`src/rtl/seg7_hist_scan.sv`:
```
// Keeps the last four captured nibbles and shows them as hex on a 4-digit common-anode mux display.
// Display outputs lag pc/idx/HIST by one clock; DIN_VALID is never back-pressured.
// Define SEG7_UNUSED_BLANK_EN to keep digit positions beyond NVALID dark (digit 0 always lit).
module seg7_hist_scan #(
    parameter logic [15:0] SCAN_DIV  = 16'd50000,
    parameter logic [15:0] BLANK_CYC = 16'd16
) (
    input  logic        CLK,
    input  logic        RST,
    input  logic [3:0]  DIN,
    input  logic        DIN_VALID,
    input  logic        CLR,
    output logic [6:0]  SEG,
    output logic [3:0]  DIG,
    output logic [15:0] HIST,
    output logic [2:0]  NVALID
);

    logic [15:0] pc;
    logic [1:0]  idx;
    logic [3:0]  nib;
    logic        lit;

    // Active-low {g,f,e,d,c,b,a}
    function automatic logic [6:0] decode(input logic [3:0] v);
        logic [6:0] s;
        case (v)
            4'h0: s = 7'h40;
            4'h1: s = 7'h79;
            4'h2: s = 7'h24;
            4'h3: s = 7'h30;
            4'h4: s = 7'h19;
            4'h5: s = 7'h12;
            4'h6: s = 7'h02;
            4'h7: s = 7'h78;
            4'h8: s = 7'h00;
            4'h9: s = 7'h10;
            4'hA: s = 7'h08;
            4'hB: s = 7'h03;
            4'hC: s = 7'h46;
            4'hD: s = 7'h21;
            4'hE: s = 7'h06;
            default: s = 7'h0E;
        endcase
        return s;
    endfunction

    assign nib = HIST[{idx, 2'b00} +: 4];

    always_comb begin
        lit = (pc >= BLANK_CYC);
`ifdef SEG7_UNUSED_BLANK_EN
        if (idx != 2'd0 && {1'b0, idx} >= NVALID)
            lit = 1'b0;
`endif
    end

    always_ff @(posedge CLK) begin
        if (RST) begin
            pc     <= 16'd0;
            idx    <= 2'd0;
            HIST   <= 16'h0000;
            NVALID <= 3'd0;
            SEG    <= 7'h7F;
            DIG    <= 4'hF;
        end else begin
            if (pc == SCAN_DIV - 16'd1) begin
                pc  <= 16'd0;
                idx <= idx + 2'd1;
            end else begin
                pc <= pc + 16'd1;
            end

            // Clear beats a coincident capture
            if (CLR) begin
                HIST   <= 16'h0000;
                NVALID <= 3'd0;
            end else if (DIN_VALID) begin
                HIST   <= {HIST[11:0], DIN};
                NVALID <= (NVALID == 3'd4) ? 3'd4 : NVALID + 3'd1;
            end

            if (lit) begin
                DIG <= ~(4'b0001 << idx);
                SEG <= decode(nib);
            end else begin
                DIG <= 4'hF;
                SEG <= 7'h7F;
            end
        end
    end

endmodule
```
`config.mk`:
```
export PLATFORM = sky130hd
export DESIGN_NAME = seg7_hist_scan
export DESIGN_NICKNAME = d
export VERILOG_FILES = /design/src/rtl/seg7_hist_scan.sv
export SDC_FILE = /design/constraint.sdc
export NUM_CORES = 1
export LEC_CHECK = 0
export BUFFER_PORTS_ARGS = -buffer_cell sky130_fd_sc_hd__buf_2
export CAP_MARGIN = 15
export CELL_PAD_IN_SITES_DETAIL_PLACEMENT = 2
export CELL_PAD_IN_SITES_GLOBAL_PLACEMENT = 2
export CORE_MARGIN = 3
export CORE_UTILIZATION = 37
export CTS_CLUSTER_SIZE = 30
export DETAILED_ROUTE_END_ITERATION = 10
export PLACE_DENSITY_LB_ADDON = 0.1
export SETUP_SLACK_MARGIN = 0.3
export SLEW_MARGIN = 10
export SYNTH_ARGS = -nofsm -noshare
export SYNTH_HDL_FRONTEND = slang
export SYNTH_SLANG_ARGS = --single-unit
```
`constraint.sdc`:
```
create_clock -name CLK -period 6.2 [get_ports CLK]
set_input_delay 0.31 -clock CLK [delete_from_list [all_inputs] [get_ports CLK]]
set_output_delay 0.31 -clock CLK [all_outputs]
set_load 0.02 [all_outputs]
```
==> results.toml, run 1 <==
[outcome]
status = "finished, final reports clean"

[synthesis]
synthesis.nets = 254
synth_edf_count = 0
synth_area_leader_cell = "dfxtp_1"
synth_flop_cell = "dfxtp_1"
synth_compound_area_share_pct = 5.017
synthAdderAreaFrac_pct = 7.718
synthSimpleGateAreaFrac_pct = 16.70
synth_area_mm2 = 0.002270
async_flop_share_pct = 0
synth_top_cells_by_count = "dfxtp_1, nor2_1, mux2i_1"
synth-seq-area-share_pct = 42.34
yosysMostFrequentCell = "dfxtp_1"
syn_avg_cell_area_um2 = 9.783
synth.top_cell.area_share_pct = 42.34
ys_types = 43
synth_area_leaders = "dfxtp_1, mux2i_1, ha_1"
synth_cells = 232
synth_xor_area_share_pct = 7.332
yosysWarnings = 0
ys_ff_latch = 48
synth_top_family_by_area = "multiplexers"
synthMuxAreaShare_pct = 16.81

[sta]
rsz0062_at_grt = "false"
fmax_mhz = 424.7
setup_tns_ns = 0
finalCriticalPeriod_ns = 2.355
hold_violations = 0
holdWs_ns = 0.2384
worst_pin_slew_ns = 0.9494
fin_crit_sh_pct = 37.98
setup_viol = 0
timing.final.max_slew_violations = 0
clock_skew_ns = 0.002501
max_slew_margin_pct = 36.41

[power]
irDropWorstVdd_mv = 0.1565
p_per_area_mw_per_mm2 = 209.9
leakage_uw = 0.001101

[die]
die_area_mm2 = 0.007110
fp.dieW_um = 84.32
io_pins = 38
start_util_pct = 39.75
row_count = 27
coreArea_mm2 = 0.005709
die_h_um = 84.32

[placed_design]
globalplace.congestion = 0.7536
portBuffers = 37
hpwl_mm = 3.965

[clocking]
cts.repair.resized = 0
cts_max_path_buffers = 2
cts_tree = "done"
cts.sinks = 48
cts_root_buffer = "clkbuf_8"
postCtsSetupBuffers = 0
cts-htree-levels = 2
clk_latency_ns = 0.30
path_clk_slew_ns = 0.09
cts_hold_buffers = 0
cts_inserted_buffers = 5

[route]
vias_per_cell = 5.047
dr.pass1.iters = 2
ant_nets = 0
drc = 0
drt_iter0_drc = 34
num_vias = 1721
wl_mm = 5.268
post_drt_wl_per_cell_um = 15.45

[flow_run]
maxCapViolCount = 0

[setup_path]
crit_fanout = 9
cp_data_required_time_ns = 6.35
rrSetupSlack_ns = 3.85
crit_arrival_ns = 2.51
crit_end = "SEG[0]$_SDFF_PP1_"
startpoint = "idx[0]$_SDFFE_PP0N_"
r2r_cells = 6
reg2reg_from = "idx[0]$_SDFFE_PP0N_"
critPathCaptureType = "register"
r2r-end = "SEG[0]$_SDFF_PP1_"
critPathLaunchType = "register"
worstSetupPathType = "register to register"

[final_layout]
num-fill-cells = 633
finish.utilization_pct = 45.30
drive_gt1_share_pct = 21.56
area_growth_pct = 13.95
diodes = 0
fin_nets = 290

[global_routing]
grtUsageTotal_pct = 15.38
grt-ovfl-total = 0
grt_pass1_wl_mm = 8.880
grt_start_max_net_pins = 22
grt_pass1_vias = 1762
antenna_found_initial = 0

[worst_hold_path]
min_path_type = "input port to register"
-- final cells by class --
type                       count  area [um^2]  area share (%)
multi-input combinational    165         1216           47.02
inverter                      11        41.29           1.597
clock inverter                 2        10.01          0.3870
tap                           72        90.09           3.483
sequential                    48        960.9           37.16
timing repair buffer          37        185.2           7.160
clock buffer                   6        82.58           3.193
-- placed cells by master (no fill, tap or decap), types with 2 or more instances in the layout --
cell type / count
a21oi_1: 3
a311oi_1: 2
buf_2: 37
clkbuf_8: 6
clkinv_2: 2
dfxtp_1: 48
ha_1: 14
inv_1: 10
mux2_2: 2
mux2_4: 2
mux2i_1: 21
mux4_2: 2
nand2_1: 15
nand3_1: 9
nand4_1: 2
nor2_1: 43
nor3_1: 6
nor4_1: 2
o21ai_1: 2
o221ai_1: 2
xnor2_1: 7
xor2_1: 12
-- kinds of logic after synthesis --
family	Yosys count
xor gates and xnor gates	19
muxes	31
and+or+nand+nor	85
DFF	48
adders and majority gates	14
AOI/OAI and AO/OA	16
buffers and inverters	19
-- state kept, by name, summed over array words and instances, names as in the netlist --
| name | count |
|---|---|
| SEG | 7 |
| NVALID | 3 |
| idx | 2 |
| DIG | 4 |
| pc | 16 |
| HIST | 16 |
-- metal layers --
| metal | routed length [um] | vias to the layer above | GRT usage, % |
|---|---|---|---|
| met4 | 61 | 0 | 4.825 |
| met1 | 2578 | 828 | 20.17 |
| met3 | 236 | 5 | 4.024 |
| li1 | - | 855 | - |
| met2 | 2391 | 33 | 24.68 |
| met5 | 0 | - | 0 |
-- worst min-delay path by stage --
stage / startpoint / endpoint / slack, ns / cells after the start
5_1_grt: DIN[0] / HIST[0]$_SDFFE_PP0P_ / 0.25 / 3
3_3_place_gp: pc[0]$_SDFF_PP0_ / pc[0]$_SDFF_PP0_ / 0.47 / 1
3_5_place_dp: pc[0]$_SDFF_PP0_ / pc[0]$_SDFF_PP0_ / 0.47 / 1
6_report: DIN[1] / HIST[1]$_SDFFE_PP0P_ / 0.24 / 3
4_1_cts: DIN[1] / HIST[1]$_SDFFE_PP0P_ / 0.23 / 3
2_1_floorplan: RST / idx[0]$_SDFFE_PP0N_ / 0.38 / 1
-- critical path: stages, from the launching register on --
cell      delay (ns)
dfxtp_1         0.60
mux4_1          0.73
ha_1            0.32
nor3_1          0.21
a311oi_1        0.08
o22ai_1         0.19
nand2_1         0.07
-- metrics by stage --
step                      cells  total power, uW  setup slack [ns]  instance area, um^2
after floorplan             232            346.9             4.208                 2270
after global placement      333            355.2             3.946                 2494
after detailed placement    333            356.4             3.863                 2494
after CTS                   341            554.0             3.840                 2586
after global routing        341            570.3             3.690                 2586
final                       341            542.8             3.845                 2586
-- report_power, final --
group	switching (uW)	leakage [uW]	total, uW	internal [uW]
Clock	105	0.0000510	194	89.2
Combinational	20.2	0.000662	33.8	13.6
Sequential	3.69	0.000388	315	311
Total	129	0.00110	543	414
Note: power is estimated with default switching activity, not from simulation.
==> run 2, diff against run 1 <==
--- a/config.mk
+++ b/config.mk
@@ -5,12 +5,13 @@
 export SDC_FILE = /design/constraint.sdc
 export NUM_CORES = 1
 export LEC_CHECK = 0
+export ABC_AREA = 1
 export BUFFER_PORTS_ARGS = -buffer_cell sky130_fd_sc_hd__buf_2
 export CAP_MARGIN = 15
 export CELL_PAD_IN_SITES_DETAIL_PLACEMENT = 2
 export CELL_PAD_IN_SITES_GLOBAL_PLACEMENT = 2
 export CORE_MARGIN = 3
-export CORE_UTILIZATION = 37
+export CORE_UTILIZATION = 28
 export CTS_CLUSTER_SIZE = 30
 export DETAILED_ROUTE_END_ITERATION = 10
 export PLACE_DENSITY_LB_ADDON = 0.1
==> constraint.sdc (replaced) <==
create_clock -name CLK -period 1.9 [get_ports CLK]
set_input_delay 0.095 -clock CLK [delete_from_list [all_inputs] [get_ports CLK]]
set_output_delay 0.095 -clock CLK [all_outputs]
set_load 0.02 [all_outputs]
==> run 2 against run 1 <==
  * Synthesized cell count increased by 46%
  * Core utilization decreased by 9.8 points
  * Routed wire length increased by 37%
  * Setup slack got worse by 3.5 ns
==> results.toml, run 2 <==
[sta]
timing.final.max_slew_violations = 0
fmax_mhz = 641.4
rsz0062_at_grt = "true"
worst_pin_slew_ns = 0.4039
finalWorstSetupSlack_ns = 0.3409
setup_tns_ns = 0
clock_skew_ns = 0.005881
setup_viol = 0
finalCriticalPeriod_ns = 1.559
fin_crit_sh_pct = 82.06
hold_violations = 0
max_slew_margin_pct = 72.97

[clocking]
cts.sinks = 48
clk_latency_ns = 0.31
cts_root_buffer = "clkbuf_8"
cts-htree-levels = 2
path_clk_slew_ns = 0.10
cts_max_path_buffers = 2
cts_tree = "done"
cts_inserted_buffers = 5
cts_hold_buffers = 0

[synthesis]
synth_area_leaders = "dfxtp_1, nand2_1, ha_1"
synth_edf_count = 0
synth_area_mm2 = 0.002405
synthesis.nets = 361
synth_flop_cell = "dfxtp_1"
synth.top_cell.area_share_pct = 39.96
async_flop_share_pct = 0
synth_area_leader_cell = "dfxtp_1"
synth_cells = 339
syn_avg_cell_area_um2 = 7.094
yosysMostFrequentCell = "nand2_1"
synth-seq-area-share_pct = 39.96
ys_types = 26
synth_top_cells_by_count = "nand2_1, dfxtp_1, nand3_1, nor2_1, inv_1"
ys_ff_latch = 48
yosysWarnings = 0

[global_routing]
antenna_found_initial = 0
grt_pass1_wl_mm = 11.77
grt-ovfl-total = 0
grt_start_max_net_pins = 20
grtUsageTotal_pct = 14.86
grt_pass1_vias = 2317

[setup_path]
worstSetupPathType = "register to register"
critPathLaunchType = "register"
crit_fanout = 8
critPathCaptureType = "register"
cp_data_required_time_ns = 2.11
crit_arrival_ns = 1.77

[route]
ant_nets = 0
wl_mm = 7.200
drc = 0
vias_per_cell = 4.646
dr.pass1.iters = 4
num_vias = 2295
drt_iter0_drc = 70
post_drt_wl_per_cell_um = 14.57

[die]
io_pins = 38
start_util_pct = 29.12
die_area_mm2 = 0.009737
fp.dieW_um = 98.68
coreArea_mm2 = 0.008258
die_h_um = 98.68
row_count = 33

[power]
leakage_uw = 0.001194
p_per_area_mw_per_mm2 = 623.6
irDropWorstVdd_mv = 0.2893

[final_layout]
diodes = 0
finish.utilization_pct = 35.52
drive_gt1_share_pct = 23.39
multiInputGateArea_mm2 = 0.001310
fin_nets = 410
area_growth_pct = 21.96
final_area_mm2 = 0.002933
num-fill-cells = 1015
ff_latch_area_um2 = 965.9
final_common_cell = "nand2_1"
final_cell_mix = "nand2_1, dfxtp_1, buf_2, nor2_1, nand3_1"
largest_registers = "HIST (16), pc (16), SEG (7)"

[placed_design]
hpwl_mm = 5.409
post-place-ws_ns = 0.1851
dpl_cell_area_mm2 = 0.002709
globalplace.congestion = 0.7807
portBuffers = 37

[outcome]
status = "finished, final reports clean"

[flow_run]
maxCapViolCount = 0

[worst_hold_path]
min_path_type = "input port to register"
==> run 2: changes by cell type after synthesis, moves of 4 or more <==
cell,change
nand2_1,+91
nand3_1,+25
inv_1,+22
mux2i_1,-21
a21oi_1,+20
nor2_1,-9
xor2_1,-9
xnor2_1,-7
a211oi_1,+4
nand2_2,+4
o21ai_0,+4
==> run 2: metal layers <==
metal / global-route usage (%) / part of all wire (%) / wire, um
met4: 4.097 / 1.1 / 79
met3: 2.619 / 2.9 / 208
met1: 21.52 / 51 / 3675
met2: 22.67 / 45 / 3236
met5: 0 / 0 / 0
==> run 2: timing repair <==
item,4_1_cts,5_1_grt
gates resized for setup,8,15
buffers inserted,4,4
pin swaps,2,3
endpoints found under the setup margin,6,20
==> run 2: worst paths after layout <==
check	endpoint	slack [ns]	cells after the start	from
min	idx[1]$_SDFFE_PP0N_	0.03	2	RST
max reg2reg	SEG[0]$_SDFF_PP1_	0.34	10	idx[0]$_SDFFE_PP0N_
max	SEG[0]$_SDFF_PP1_	0.34	10	idx[0]$_SDFFE_PP0N_
min reg2reg	pc[0]$_SDFF_PP0_	0.48	1	pc[0]$_SDFF_PP0_
==> run 2: worst max-delay path, stage by stage, from the launching register on <==
cell and delay (ns):
dfxtp_4 0.37, buf_8 0.13, nand2_1 0.12, nand3_2 0.13, nand2_4 0.11, inv_2 0.06
ha_2 0.19, nand3_1 0.09, nor2_1 0.05, nor2_1 0.13, nand2_1 0.08
==> run 2: power by group <==
part	internal [uW]	switching (uW)	total, uW
registers	1020	12.3	1030
clock network	296	383	678
logic	42.9	79.6	122
==> run 2: final cells by class <==
class	count	share of cell area, %
Tap cell	105	4.480
Clock inverter	2	0.5119
Multi-Input combinational cell	247	44.67
Sequential cell	48	32.94
Inverter	36	4.693
Clock buffer	6	2.816
Timing Repair Buffer	50	9.898
==> run 2: logic make-up (layout without fill, tap and decap cells) <==
kind of cell             count (synthesis)  in the layout  share of synthesized area [%]
AO/OA/AOI/OAI                           36             36                          8.481
XOR/XNOR                                 3              3                          1.093
flip-flops                              48             48                          39.96
AND/OR/NAND/NOR                        194            194                          35.48
adder cells (fa/ha/maj)                 14             14                          7.284
buffers and inverters                   44             94                          7.700
==> run 2: per-stage QoR <==
step	cells	hold WS [ns]	power [uW]
detailed placement	478	0.3471	1166
global placement	478	0.3511	1165
floorplan	339	0.1641	1130
CTS	490	0.003932	1862
finish	494	0.03058	1829
global route	494	0.03685	1931
